## src/rtl/stoch_win_dec_pkg.sv

```systemverilog
// Shared types and sizing helpers for the windowed stochastic decoder.
// Imported by the decoder top and its window counter.
package stoch_win_dec_pkg;

   typedef enum logic {
      ST_IDLE = 1'b0,
      ST_ACC  = 1'b1
   } state_t;

   localparam int unsigned N_DEF = 10;

   function automatic int unsigned win_max(input int unsigned n);
      return (32'd1 << n) - 32'd1;
   endfunction

endpackage

```

## src/rtl/stoch_win_dec_cnt.sv

```systemverilog
// Window bit counter: counts accepted bits, flags the last bit of a window.
// Wraps to zero on the last accepted bit so windows run back to back.
module stoch_win_cnt
   import stoch_win_dec_pkg::*;
#(
   parameter int unsigned N   = N_DEF,
   parameter int unsigned WIN = win_max(N)
) (
   input  logic clk,
   input  logic rst,
   input  logic i_clr,
   input  logic i_inc,
   output logic o_last
);

   localparam logic [N-1:0] LAST = N'(WIN - 1);

   logic [N-1:0] r_cnt;

   assign o_last = (r_cnt == LAST);

   always_ff @(posedge clk or negedge rst) begin
      if (!rst) begin
         r_cnt <= '0;
      end else if (i_clr || (i_inc && o_last)) begin
         r_cnt <= '0;
      end else if (i_inc) begin
         r_cnt <= r_cnt + N'(1);
      end
   end

endmodule

```

## src/rtl/stoch_win_dec.sv

```systemverilog
// Windowed stochastic-to-binary decoder: counts ones over WIN accepted bits
// and presents each window's count through a one-entry valid/ready register.
module stoch_win_dec
   import stoch_win_dec_pkg::*;
#(
   parameter int unsigned N   = N_DEF,
   parameter int unsigned WIN = win_max(N)
) (
   input  logic         clk,
   input  logic         rst,
   input  logic         clr,
   input  logic         en,
   input  logic         in_valid,
   input  logic         Y,
   output logic [N-1:0] dout,
   output logic         out_valid,
   input  logic         out_ready,
   output logic         busy,
   output logic         ovf
);

   state_t       r_state;
   state_t       w_state_nx;
   logic [N-1:0] r_acc;
   logic [N-1:0] r_dout;
   logic         r_valid;
   logic         r_ovf;
   logic [N-1:0] w_sum;
   logic         w_take;
   logic         w_last;
   logic         w_done;
   logic         w_wclr;

   assign busy      = (r_state == ST_ACC);
   assign dout      = r_dout;
   assign out_valid = r_valid;
   assign ovf       = r_ovf;

   // Bits are only taken while enabled in ACC; dropping en discards the window.
   assign w_take = busy & en & in_valid;
   assign w_done = w_take & w_last;
   assign w_wclr = clr | ~(busy & en);
   assign w_sum  = r_acc + {{(N-1){1'b0}}, Y};

   stoch_win_cnt #(
      .N   (N),
      .WIN (WIN)
   ) u_cnt (
      .clk    (clk),
      .rst    (rst),
      .i_clr  (w_wclr),
      .i_inc  (w_take),
      .o_last (w_last)
   );

   always_ff @(posedge clk or negedge rst) begin
      if (!rst) begin
         r_state <= ST_IDLE;
      end else begin
         r_state <= w_state_nx;
      end
   end

   always_comb begin
      w_state_nx = r_state;
      if (clr) begin
         w_state_nx = ST_IDLE;
      end else begin
         unique case (r_state)
            ST_IDLE: if (en)  w_state_nx = ST_ACC;
            ST_ACC:  if (!en) w_state_nx = ST_IDLE;
            default: w_state_nx = ST_IDLE;
         endcase
      end
   end

   always_ff @(posedge clk or negedge rst) begin
      if (!rst) begin
         r_acc <= '0;
      end else if (w_wclr) begin
         r_acc <= '0;
      end else if (w_take) begin
         r_acc <= w_last ? '0 : w_sum;
      end
   end

   // A completion replaces the held result; losing an unread one is sticky.
   always_ff @(posedge clk or negedge rst) begin
      if (!rst) begin
         r_dout  <= '0;
         r_valid <= 1'b0;
         r_ovf   <= 1'b0;
      end else if (clr) begin
         r_dout  <= '0;
         r_valid <= 1'b0;
         r_ovf   <= 1'b0;
      end else if (w_done) begin
         r_dout  <= w_sum;
         r_valid <= 1'b1;
         if (r_valid && !out_ready) begin
            r_ovf <= 1'b1;
         end
      end else if (r_valid && out_ready) begin
         r_valid <= 1'b0;
      end
   end

endmodule
```

## config.mk

```make
export PLATFORM = sky130hd
export DESIGN_NAME = stoch_win_dec
export DESIGN_NICKNAME = d
export VERILOG_FILES = /design/src/rtl/stoch_win_dec_pkg.sv /design/src/rtl/stoch_win_dec_cnt.sv /design/src/rtl/stoch_win_dec.sv
export SDC_FILE = /design/constraint.sdc
export NUM_CORES = 1
export LEC_CHECK = 0
export CORE_UTILIZATION = 35
export CTS_CLUSTER_SIZE = 10
export DETAILED_ROUTE_END_ITERATION = 16
export HOLD_SLACK_MARGIN = 0.15
export PLACE_DENSITY = 0.62
export SYNTH_ARGS = -nofsm -noshare
export SYNTH_HDL_FRONTEND = slang
export SYNTH_HIERARCHICAL = 1
export SYNTH_SLANG_ARGS = --single-unit
```

## constraint.sdc

```tcl
create_clock -name clk -period 2.5 [get_ports clk]
set_input_delay 0.375 -clock clk [delete_from_list [all_inputs] [get_ports clk]]
set_output_delay 0.375 -clock clk [all_outputs]
set_load 0.1 [all_outputs]
```

**Word-level counts from Yosys, hierarchy flattened**

Index checks and enable logic that the tools add are counted.

- Logic and storage cells: 40
- Flip-flop bits (word level): 33

- Bitwise gates (word level): 5
- Add/subtract/negate cells: 2
- Equal/unequal tests: 1
- Mux-type cells: 15
- Reduce and logical (&&, ||, !) cells: 11

Operator list:

| kind | number |
|---|---|
| 2-to-1 mux 10 bit | 7 |
| adder 10 x 1 -> 10 bit | 1 |
| adder 10 x 1 -> 10 bit (second input constant) | 1 |
| == test 10 bit (second input constant) | 1 |
| 2-to-1 mux 1 bit | 8 |
| nonzero test 2 bit | 4 |
| bitwise AND 1 bit | 3 |
| logical AND 1 bit | 3 |
| nonzero test 3 bit | 1 |
| AND reduction 2 bit | 1 |
| logical NOT 1 bit | 1 |
| logical OR 1 bit | 1 |
| NOT 1 bit | 1 |
| bitwise OR 1 bit | 1 |

**Longest topological paths before layout**

- Word-level depth: 5
- Gate-level depth with buffers: 9
- Depth with buffers taken out: 8

**Cells and area by module**

The synthesis kept the hierarchy.

By module, submodules not included:

| module | sequential area each (um^2) | cells an instance | times used | area an instance (um^2) |
|---|---|---|---|---|
| stoch_win_dec | 575.6 | 114 | 1 | 1134.8 |
| stoch_win_cnt | 250.2 | 57 | 1 | 586.8 |

**Worst setup path after synthesis**

OpenSTA, ideal clock, no wires.

- Path kind: register to register
- Start: register r_state, in the netlist busy
- End: register u_cnt.r_cnt[2]
- Setup time: 0.139 ns
- Arrival time: 1.984 ns
- Path slack: 0.377 ns
- Data required time: 2.361 ns
- Clock period less this slack: 2.123 ns
- Stages on the path, launching flop included: 6
- Buffers on the path: 0
- Cell sequence: dfrtp_1 nand3_2 inv_1 inv_1 o41ai_4 nor2_1

- Longest elaborated chain between the ends: 5
- Elaborated cells on any way between the ends: 8
- Those cells by class: 1 x mux; 4 x bitwise; 3 x reduce/logical

Ends and longest elaborated chain:

| element | RTL line | RTL |
|---|---|---|
| start: declaration | stoch_win_dec.sv:22 | `state_t r_state;` |
| start signal: assignment | stoch_win_dec.sv:60 | `r_state <= w_state_nx;` |
| bitwise AND 1 bit (*) (2 in a row) | stoch_win_dec.sv:40 | `assign w_take = busy & en & in_valid;` |
| via w_take | stoch_win_dec.sv:29 | `logic w_take;` |
| logical AND 1 bit | stoch_win_dec_cnt.sv:25 | `end else if (i_clr \|\| (i_inc && o_last)) begin` |
| logical OR 1 bit | stoch_win_dec_cnt.sv:25 |  |
| 2-to-1 mux 10 bit / nonzero test 2 bit (equally long branches) | - |  |
| end signal: assignment | stoch_win_dec_cnt.sv:28 | `r_cnt <= r_cnt + N'(1);` |
| end: declaration | stoch_win_dec_cnt.sv:18 | `logic [N-1:0] r_cnt;` |

The timed path passes the listed nets; every way through them passes the cells marked *.
A chain may end at the register's enable or synchronous reset.

**Worst setup path in the final report**

- Start: register u_cnt.r_cnt[0]
- End: register r_dout[8], in the netlist dout[8]

- Longest elaborated chain between the ends: 3

Ends and longest elaborated chain:

| element | RTL line | RTL |
|---|---|---|
| == test 10 bit | stoch_win_dec_cnt.sv:20 | `assign o_last = (r_cnt == LAST);` |
| via w_last | stoch_win_dec.sv:30 | `logic w_last;` |
| bitwise AND 1 bit | stoch_win_dec.sv:41 | `assign w_done = w_take & w_last;` |
| nonzero test 2 bit (no line) | - |  |
| end signal: assignment | stoch_win_dec.sv:98 | `r_dout <= w_sum;` |
| end: declaration | stoch_win_dec.sv:25 | `logic [N-1:0] r_dout;` |

The timed path passes the listed nets, and every way through them passes these cells.

==> run summary <==
CTS tree -> yes
DIE HEIGHT -> 72.1 um
Max VDD drop -> 0.232 mV
H-Tree Level Count -> 2
Die width -> 72.1 um
Placed cell areas -> 1960 sq um
Max-cap violations -> 0
Required time worst endpoint -> 2680 ps
CTS buffer count -> 5
Crit-path slowest cell -> nor3b_1
Internal cell power -> 749 uW
Post-synth EDFFs -> 0
Top cell type's share of synthesized area -> 48.0%
Critical Path Source Type -> register
Area grow syn2layout -> 18.8%
Mapped cell area -> 1720 sq um
Worst path cell trace -> inv_1 -> ha_1 -> nand2_1 -> nor3_1 -> nor3b_1 -> a32oi_1 -> o31ai_1
Status -> finished clean
Pin count of the biggest net entering global routing -> 34
Net Sw Power -> 219 uW
Fin. Hold Viols -> 0
Final std cells w/o fill -> 264
Synthesized instance count -> 171
Worst Path Max Fanout -> 5
Root Buffer -> clkbuf_8
Reg area -> 826 sq um
# setup viols final -> 0
Slew Viols, Final -> 0
Top cells by count, synth -> dfrtp_1 (33), nand2_1 (14), a21oi_1 (12), o21ai_0 (12)
Logic pwr share -> 5.1%
Sequential share of the synthesized area -> 48.0%
Vias in the first global route -> 1322
Wirelength per Cell -> 13.3 um
Post-synth ARST share -> 100%
Ant. Diodes -> 0
Worst Path Buf+Inv -> 1
Clock share of power -> 39.5%
Seq pwr share -> 55.4%
Port buffer count -> 19
Final worst-path cycle share -> 84.6%
Post-Route Utilization -> 43.3%
Hold crit path type -> in2async
Initial DRC count -> 88
Synth Flop Type -> dfrtp_1
Initial Util -> 36.5%
Yosys cell types -> 41
Routability Congestion -> 0.795
Synth area leaders -> dfrtp_1 (48%), ha_1 (3.6%), a21oi_1 (3.5%)
Rel. slew slack -> 55.0%
TNS Setup -> 0 ps
Die area -> 5200 sq um
Post-Syn Area per Cell -> 10.1 sq um
Via density -> 5.13
Worst-path clk slew -> 70 ps
DRT Wirelength -> 3.51 mm
Slew at the pin closest to its max-slew limit -> 671 ps
Max Fclk -> 473 MHz
Synth Register Bits -> 33
Capturing element type of the critical path -> register
Rows -> 25
Hpwl dp -> 2.49 mm
Clock Path Buffers -> 2
Boundary pin count -> 20
Layout Skew -> 6.54 ps
Most common cell in the netlist -> dfrtp_1
Multi-input gate area -> 831 sq um
Total vias in the final route -> 1354
CP arrival -> 2300 ps
Design area -> 2050 sq um
Cell Pwr Density -> 473 nW/um^2
Worst setup path category -> reg2reg
Dpl cells -> 256
Final ANT Viol Nets -> 0
Slowest stage delay, CP -> 500 ps
Lkg Pwr -> 0.000858 uW
Post-Syn Nets -> 183
Fin crit period -> 2110 ps
Gr ovfl total -> 0
Synth Warn # -> 6
Worst path top cell family by delay -> simple AND/OR/NAND/NOR gates
First-pass GRT wire length -> 6.27 mm
RSZ-0062 raised after global routing -> no
Core footprint -> 4720 sq um
Post-route DRC -> 0
Layout fillers -> 475
Overall routing resource usage -> 15.8%
Clock Latency Late Sink -> 280 ps
Net Sw Frac -> 22.7%
DR pass1 iterations -> 4
Layout cells sized above 1 -> 16.2%
CTS sink count -> 33
Initial antenna violation count -> 0
Area leader, netlist -> dfrtp_1
Final #Nets -> 208
## registers in the layout (all words and copies together), names as in the netlist
| register | cells |
|---|---|
| busy | 1 |
| dout | 10 |
| u_cnt/r_cnt | 10 |
| ovf | 1 |
| r_acc | 10 |
| out_valid | 1 |
## final timing paths
path	startpoint	end	slack, ps	cells after the start
min in group clk	ovf	ovf	500	2
hold reg to reg	ovf	ovf	500	2
hold / removal	rst	u_cnt/r_cnt[6]	480	2
setup / recovery	u_cnt/r_cnt[0]	dout[8]	390	7
max in group asynchronous	rst	u_cnt/r_cnt[3]	1690	2
setup reg to reg	u_cnt/r_cnt[0]	dout[8]	390	7
## cell families after synthesis
kind of cell             share of synthesized area [%]
AND/OR/NAND/NOR                                   19.9
XOR/XNOR                                          4.58
flip-flops                                        48.0
buffers and inverters                             4.07
AO/OA/AOI/OAI                                     19.8
adder cells (fa/ha/maj)                           3.63
## metal layers
layer  part of all wire (%)  GRT usage (%)  wire length, um  vias to the layer above
met4                    1.3           5.88               46                        0
met1                     53           21.9             1870                      640
met5                      0              0                0                        -
li1                       -              -                -                      684
met3                    4.0           4.58              142                        5
met2                     41           23.6             1450                       25
## cell type report
cell class | count | area share [%]
Timing Repair Buffer | 23 | 9.17
Clock buffer | 8 | 3.91
Inverter | 10 | 1.83
Tap cell | 67 | 4.10
Sequential cell | 33 | 40.4
Multi-Input combinational cell | 123 | 40.6
## power groups by stage
| stage | clock network [uW] | registers [uW] | logic [uW] |
|---|---|---|---|
| after detailed placement | 0 | 546 | 50.7 |
| after global placement | 0 | 546 | 50.3 |
| final | 383 | 536 | 49.5 |
| after global routing | 427 | 536 | 54.9 |
| after CTS | 401 | 536 | 50.9 |
| after floorplan | 0 | 552 | 13.7 |
## cells in the final DEF, fill, tap and decap left out, types with 6 or more instances in the layout
cell | synthesis | final
o21ai_0 | 12 | 12
nand2_1 | 14 | 14
buf_4 | 1 | 17
nor2_1 | 10 | 10
inv_1 | 10 | 10
a21oi_1 | 12 | 12
clkdlybuf4s50_1 | 0 | 6
dfrtp_1 | 33 | 33
## per-stage QoR
| stage | hold slack, ps | total power (uW) | setup WS [ps] |
|---|---|---|---|
| 2_1_floorplan | 79.4 | 566 | 377 |
| 3_3_place_gp | 480 | 596 | 95.6 |
| 3_5_place_dp | 479 | 597 | 34.7 |
| 4_1_cts | 504 | 988 | 85.8 |
| 5_1_grt | 521 | 1020 | 106 |
| 6_report | 484 | 968 | 386 |
## what timing repair did
item                       CTS  global route
setup endpoints to repair    0             6
hold buffers                 0             0
setup buffers                0             0
resized for setup            0             1
Note: power is estimated with default switching activity, not from simulation.
